===== src/rtl/decoder_scan_ctrl.sv =====
// ============================================================================
// decoder_scan_ctrl
// ----------------------------------------------------------------------------
// Sequential front-end for a 3-to-8 decoder. Walks the eight decoder outputs
// in ascending order, skipping channels whose bit is cleared in a live mask,
// holds each selected channel for dwell+1 cycles and pulses frame_done when
// the scan wraps back to the lowest enabled channel.
//
// Optional feature (compile-time macro SCAN_BLANK_EN):
//   When defined, a one-cycle BLANK state with en=0 is inserted at every
//   channel change (including a same-channel wrap), so sel only moves while
//   the decoder is disabled. Not inserted on the initial load from IDLE.
//   When undefined, the BLANK state and its logic do not exist.
//
// Ports:
//   clk        in   1        rising-edge clock
//   rst        in   1        synchronous, active-high reset
//   start      in   1        level request to begin scanning (ignored if busy)
//   stop       in   1        level request to abort scanning (beats start)
//   dwell      in   DWELL_W  channel is active dwell+1 cycles; sampled on load
//   mask       in   8        bit k=1 enables channel k; sampled at selection
//   sel        out  3        registered channel index -> decoder a
//   en         out  1        registered decoder enable -> decoder en
//   busy       out  1        registered, high in every state except IDLE
//   frame_done out  1        registered one-cycle pulse on scan wrap
// ============================================================================
module decoder_scan_ctrl #(
    parameter int DWELL_W = 8
) (
    input  logic               clk,
    input  logic               rst,
    input  logic               start,
    input  logic               stop,
    input  logic [DWELL_W-1:0] dwell,
    input  logic [7:0]         mask,
    output logic [2:0]         sel,
    output logic               en,
    output logic               busy,
    output logic               frame_done
);

`ifdef SCAN_BLANK_EN
    typedef enum logic [1:0] {
        IDLE  = 2'd0,
        SCAN  = 2'd1,
        BLANK = 2'd2
    } state_t;
`else
    typedef enum logic {
        IDLE = 1'b0,
        SCAN = 1'b1
    } state_t;
`endif

    state_t             state;
    state_t             state_nxt;
    logic [DWELL_W-1:0] cnt;
    logic [DWELL_W-1:0] cnt_nxt;
    logic [2:0]         sel_nxt;
    logic               en_nxt;
    logic               busy_nxt;
    logic               fd_nxt;
    logic [3:0]         above;      // {found, index} of next set bit above sel

    // Index of the lowest set bit; 0 when the mask is empty (callers guard it).
    function automatic logic [2:0] lowest_set(input logic [7:0] m);
        logic [2:0] idx;
        idx = 3'd0;
        for (int k = 7; k >= 0; k--) begin
            if (m[k]) begin
                idx = 3'(k);
            end
        end
        return idx;
    endfunction

    // Lowest set bit strictly above cur, with a found flag in the MSB.
    // A clear found flag means the search has to wrap.
    function automatic logic [3:0] next_above(input logic [7:0] m,
                                              input logic [2:0] cur);
        logic [3:0] r;
        r = 4'd0;
        for (int k = 7; k >= 0; k--) begin
            if (m[k] && (k > int'(cur))) begin
                r = {1'b1, 3'(k)};
            end
        end
        return r;
    endfunction

    // ---- state / output registers ----
    always_ff @(posedge clk) begin
        if (rst) begin
            state      <= IDLE;
            sel        <= 3'd0;
            en         <= 1'b0;
            busy       <= 1'b0;
            frame_done <= 1'b0;
            cnt        <= '0;
        end else begin
            state      <= state_nxt;
            sel        <= sel_nxt;
            en         <= en_nxt;
            busy       <= busy_nxt;
            frame_done <= fd_nxt;
            cnt        <= cnt_nxt;
        end
    end

    // ---- next-state and next-output logic ----
    always_comb begin
        state_nxt = state;
        sel_nxt   = sel;
        en_nxt    = en;
        busy_nxt  = busy;
        fd_nxt    = 1'b0;           // frame_done is only ever a single pulse
        cnt_nxt   = cnt;
        above     = next_above(mask, sel);

        case (state)
            IDLE: begin
                en_nxt   = 1'b0;
                busy_nxt = 1'b0;
                // Initial load never goes through BLANK: sel was not driving
                // the decoder while en was low, so there is nothing to glitch.
                if (start && !stop && (mask != 8'd0)) begin
                    state_nxt = SCAN;
                    sel_nxt   = lowest_set(mask);
                    cnt_nxt   = dwell;
                    en_nxt    = 1'b1;
                    busy_nxt  = 1'b1;
                end
            end

            SCAN: begin
                en_nxt   = 1'b1;
                busy_nxt = 1'b1;
                if (stop) begin
                    state_nxt = IDLE;
                    sel_nxt   = 3'd0;
                    en_nxt    = 1'b0;
                    busy_nxt  = 1'b0;
                end else if (cnt != '0) begin
                    cnt_nxt = cnt - DWELL_W'(1);
                end else if (mask == 8'd0) begin
                    // Every channel was masked off during the dwell: park
                    // on the current index with the decoder disabled.
                    state_nxt = IDLE;
                    en_nxt    = 1'b0;
                    busy_nxt  = 1'b0;
                end else begin
                    if (above[3]) begin
                        sel_nxt = above[2:0];
                    end else begin
                        // Wrap, which also covers re-selecting the only
                        // enabled channel.
                        sel_nxt = lowest_set(mask);
                        fd_nxt  = 1'b1;
                    end
                    cnt_nxt = dwell;
`ifdef SCAN_BLANK_EN
                    state_nxt = BLANK;
                    en_nxt    = 1'b0;
`endif
                end
            end

`ifdef SCAN_BLANK_EN
            BLANK: begin
                // sel already holds the new channel; re-enable next cycle.
                // cnt was loaded on entry and is held here.
                busy_nxt = 1'b1;
                if (stop) begin
                    state_nxt = IDLE;
                    sel_nxt   = 3'd0;
                    en_nxt    = 1'b0;
                    busy_nxt  = 1'b0;
                end else begin
                    state_nxt = SCAN;
                    en_nxt    = 1'b1;
                end
            end
`endif

            default: begin
                state_nxt = IDLE;
                en_nxt    = 1'b0;
                busy_nxt  = 1'b0;
            end
        endcase
    end

endmodule


===== config.mk =====
export PLATFORM = sky130hd
export DESIGN_NAME = decoder_scan_ctrl
export DESIGN_NICKNAME = d
export VERILOG_FILES = /design/src/rtl/decoder_scan_ctrl.sv
export SDC_FILE = /design/constraint.sdc
export NUM_CORES = 1
export LEC_CHECK = 0
export CAP_MARGIN = 10
export CORE_ASPECT_RATIO = 1.2
export CORE_MARGIN = 5
export CORE_UTILIZATION = 33
export CTS_BUF_LIST = sky130_fd_sc_hd__clkbuf_8 sky130_fd_sc_hd__clkbuf_16
export CTS_CLUSTER_DIAMETER = 150
export DETAILED_ROUTE_END_ITERATION = 8
export PLACE_DENSITY = 0.63
export SLEW_MARGIN = 40
export SYNTH_ARGS = -nofsm -noshare
export SYNTH_HDL_FRONTEND = slang
export SYNTH_SLANG_ARGS = --single-unit

===== constraint.sdc =====
create_clock -name clk -period 5.2 [get_ports clk]
set_clock_uncertainty 0.15 [all_clocks]
set_input_delay 1.04 -clock clk [delete_from_list [all_inputs] [get_ports clk]]
set_output_delay 1.04 -clock clk [all_outputs]
set_load 0.01 [all_outputs]

==> summary.md <==
| Metric | Value |
|---|---|
| Status | complete, no violations |
| Pre-antenna DRT Iters | 4 |
| DRC Markers | 0 |
| Syn-to-layout area delta | 24.0% |
| Max_slew headroom | between 50% and 60% |
| Pin count of the biggest net entering global routing | 21 |
| Commonest non-fill, non-tap cells in the layout | clkdlybuf4s50_1, nor2_1, dfxtp_1, a21oi_1, inv_1 |
| Sequential power share | 37.9% |
| Leakage | between 0.4 and 0.5 nW |
| Initial Utilization | 34.0% |
| Non-filler cells, final | 201 |
| Hold WC Path Type | flip-flop to flip-flop |
| RSZ-0062 raised after global routing | no |
| Postcts setup bufs | 0 |
| Vias/cell | 5.88 |
| Post-synthesis sequential area ratio | 23.0% |
| Number of buffers and inverters on the critical path | 1 |
| Number of flops mapped to enable cells by yosys | 0 |
| Row Count | 23 |
| Crit path largest cell delay | approximately 600 ps |
| Critical Path RT | ~5200 ps |
| Yosys warnings | 0 |
| Crit path max fanout | 17 |
| Post-Syn Nets | 164 |
| Ranking of synthesized cells by area | dfxtp_1, nor2_1, a21oi_1 |
| Crit path top cell by count | a211oi_1 |
| Hold Crit Start | cnt[7]$_SDFFE_PP0P_ |
| Sink Count | 13 |
| Final wirelength | 3.24 mm |
| Clock power share | 28.0% |
| Arr. time, crit path | between 3000 and 4000 ps |
| Sw power | 0.103 mW |
| Final setup viols | 0 |
| Syn Area/Cell | 7.98 um2 |
| WHS Path Cells | 2 |
| Detailed Place HPWL | ~2.5 mm |
| CTS resizes | 0 |
| FF+latch count, synth | 13 |
| Top_reg_cell synth | dfxtp_1 |
| Clock buffer depth | 2 |
| Number of antenna diodes | 0 |
| Worst-Margin Slew | between 700 and 800 ps |
| Cell Pwr Density | 222 mW/mm2 |
| Pint | between 0.2 and 0.25 mW |
| Crit path time final | slightly above 3000 ps |
| Setup_tns | 0 ps |
| Synth Cell Area | 0.00113 mm2 |
| Yosys top cell area share | 23.0% |
| IO Pins | 26 |
| DRT antenna net count | 0 |
| R2r setup slk | 2850 ps |
| Starting DRT DRC Count | 43 |
| Tcrit/Tclk final | 58.9% |
| Layout cells sized above 1 | ~15% |
| Die Area | 0.00471 mm2 |
| Max Cap Violations | 0 |
| Ys async rst share | 0% |
| Worst R2R Path Depth | 7 |
| First-pass GRT wire length | 5.37 mm |
| Crit path launch type | input pin |
| Fmax | 0.327 GHz |
| Netlist cell types | 50 |
| Initial antenna violation count | 0 |
| Post-synthesis mux area share | 0.883% |
| # port buffers | 25 |
| R2R Path End | cnt[2]$_SDFFE_PP0P_ |
| CTS Root Cell | clkbuf_8 |
| Routed wire length per instance | ~16 um |
| Switching Fraction | 32.8% |
| Largest area contributor in the netlist | dfxtp_1 |
| Chip Width | between 60 and 70 um |
| Crit. End Element | flip-flop |
| CP Cell Sequence | clkdlybuf4s50_1, or4_4, nor4_4, o22a_4, a211oi_1, a211oi_1 |
| Syn Inst Count | 142 |
| Fin nets | 187 |
| Gpl congestion | 0.829 |
| Hold EP | cnt[7]$_SDFFE_PP0P_ |
| Dpl cells | between 150 and 200 |
| H-tree lvl count | 1 |
| Crit Path Class | input pin to flip-flop |
| Compound-Gate Fraction of Synth Area | approximately 36% |
| Clock latency on the worst-skew pair | 240 ps |
| Fin. max-slew vios | 0 |
| Gate power share | 34.0% |
| Most common cell after layout, fill and taps aside | clkdlybuf4s50_1 |
| Clock slew at reported path FFs | 60 ps |
| Hold Buf Count CTS | 0 |
| CTS tree | yes |
| Via Count | 1,182 |
| Main combinational cell family by area after synthesis | compound AO/OA/AOI/OAI gates |
| Total grt overflow | 0 |
| Die Y-Extent | between 70 and 80 um |
| Total Routing Usage GR | 14.0% |
| Slowest CP cell | or4_4 |
| Post-Synth XOR/XNOR Area | 0% |
| Number of hold violations in the final report | 0 |
| Adder-Cell Fraction of Synth Area | 2.21% |
| CP top delay family | simple AND/OR/NAND/NOR gates |
| Vias in the first global route | 1,184 |
| Critical R2R Launch | cnt[0]$_SDFFE_PP0P_ |
| Core area | 0.00334 mm2 |
| Cts bufs inserted | 3 |
| Post-Synth Simple-Gate Area | 28.5% |
| Worst VDD drop | 0.146 mV |
[state kept, by name, indices dropped and copies added, names as in the netlist]
register / cells
cnt: 8
sel: 3
frame_done: 1
state: 1
[worst max path at each step]
stage / start / end / slack, ps / depth (start not counted)
after floorplan: mask[0] / cnt[6]$_SDFFE_PP0P_ / 2570 / 6
after global placement: mask[5] / cnt[1]$_SDFFE_PP0P_ / 1950 / 6
after detailed placement: mask[5] / cnt[1]$_SDFFE_PP0P_ / 1890 / 6
after CTS: mask[5] / cnt[1]$_SDFFE_PP0P_ / 2150 / 6
after global routing: mask[5] / cnt[1]$_SDFFE_PP0P_ / 2050 / 6
final: mask[5] / cnt[1]$_SDFFE_PP0P_ / 2140 / 6
[cells in the mapped netlist, types with 2 or more instances]
cell / instances
buf_4: 2
buf_8: 2
o21ai_0: 4
nand2_1: 7
nand4_1: 2
a21boi_0: 2
or4_1: 3
a21oi_1: 11
nor3b_1: 2
o21bai_1: 2
nor2b_1: 3
nor2_1: 16
a211oi_1: 5
o31ai_1: 2
o21ai_1: 5
or4_4: 3
o211ai_1: 3
a21o_2: 4
ha_1: 2
o21ai_2: 3
a32oi_1: 2
a21oi_2: 2
dfxtp_1: 13
nor3_1: 5
o2bb2ai_1: 2
inv_1: 9
nand2b_1: 3
[power groups by stage]
stage	Sequential, mW	Combinational (mW)	Clock (mW)
floorplan	0.116	0.0737	0
global placement	0.120	0.104	0
detailed placement	0.120	0.106	0
CTS	0.118	0.106	0.0904
global route	0.120	0.116	0.0977
finish	0.119	0.106	0.0876
[worst min-delay path: cells and delay by family, from the launching register on]
family	cells	cell delay (ps)
AOI/OAI and AO/OA	2	150
DFF	1	330
[cells by family (layout without fill, tap and decap cells)]
logic type | after synthesis | in the layout
muxes | 1 | 1
DFF | 13 | 13
and+or+nand+nor | 54 | 54
adders and majority gates | 2 | 2
buffers and inverters | 16 | 38
AOI/OAI and AO/OA | 56 | 56
[area by class of cell]
class / count / area, um2
inverter: 9 / 33.8
multi-input combinational: 113 / 769
sequential: 13 / 260
tap: 37 / 46.3
clock inverter: 1 / 3.75
fill: 356 / 1930
clock buffer: 3 / 41.3
timing repair buffer: 25 / 250
[stage by stage]
| stage | worst slack [ps] | hold slack, ps | total power [mW] | util (%) | instance area, um2 |
|---|---|---|---|---|---|
| 2_1_floorplan | 2570 | 329 | 0.190 | - | 1130 |
| 3_3_place_gp | 1950 | 350 | 0.224 | 40.7 | 1360 |
| 3_5_place_dp | 1890 | 369 | 0.226 | 40.7 | 1360 |
| 4_1_cts | 2150 | 381 | 0.315 | 42.1 | 1410 |
| 5_1_grt | 2050 | 391 | 0.334 | 42.1 | 1410 |
| 6_report | 2140 | 374 | 0.313 | 42.1 | 1410 |
[per-layer routing]
layer  global-route usage [%]  wire length (um)  up-vias
li1                         -                 -      578
met1                     15.2              1310      554
met2                     26.7              1710       46
met3                     3.02               175        4
met4                     5.08                44        0
met5                        0                 0        -
Note: power is estimated with default switching activity, not from simulation.
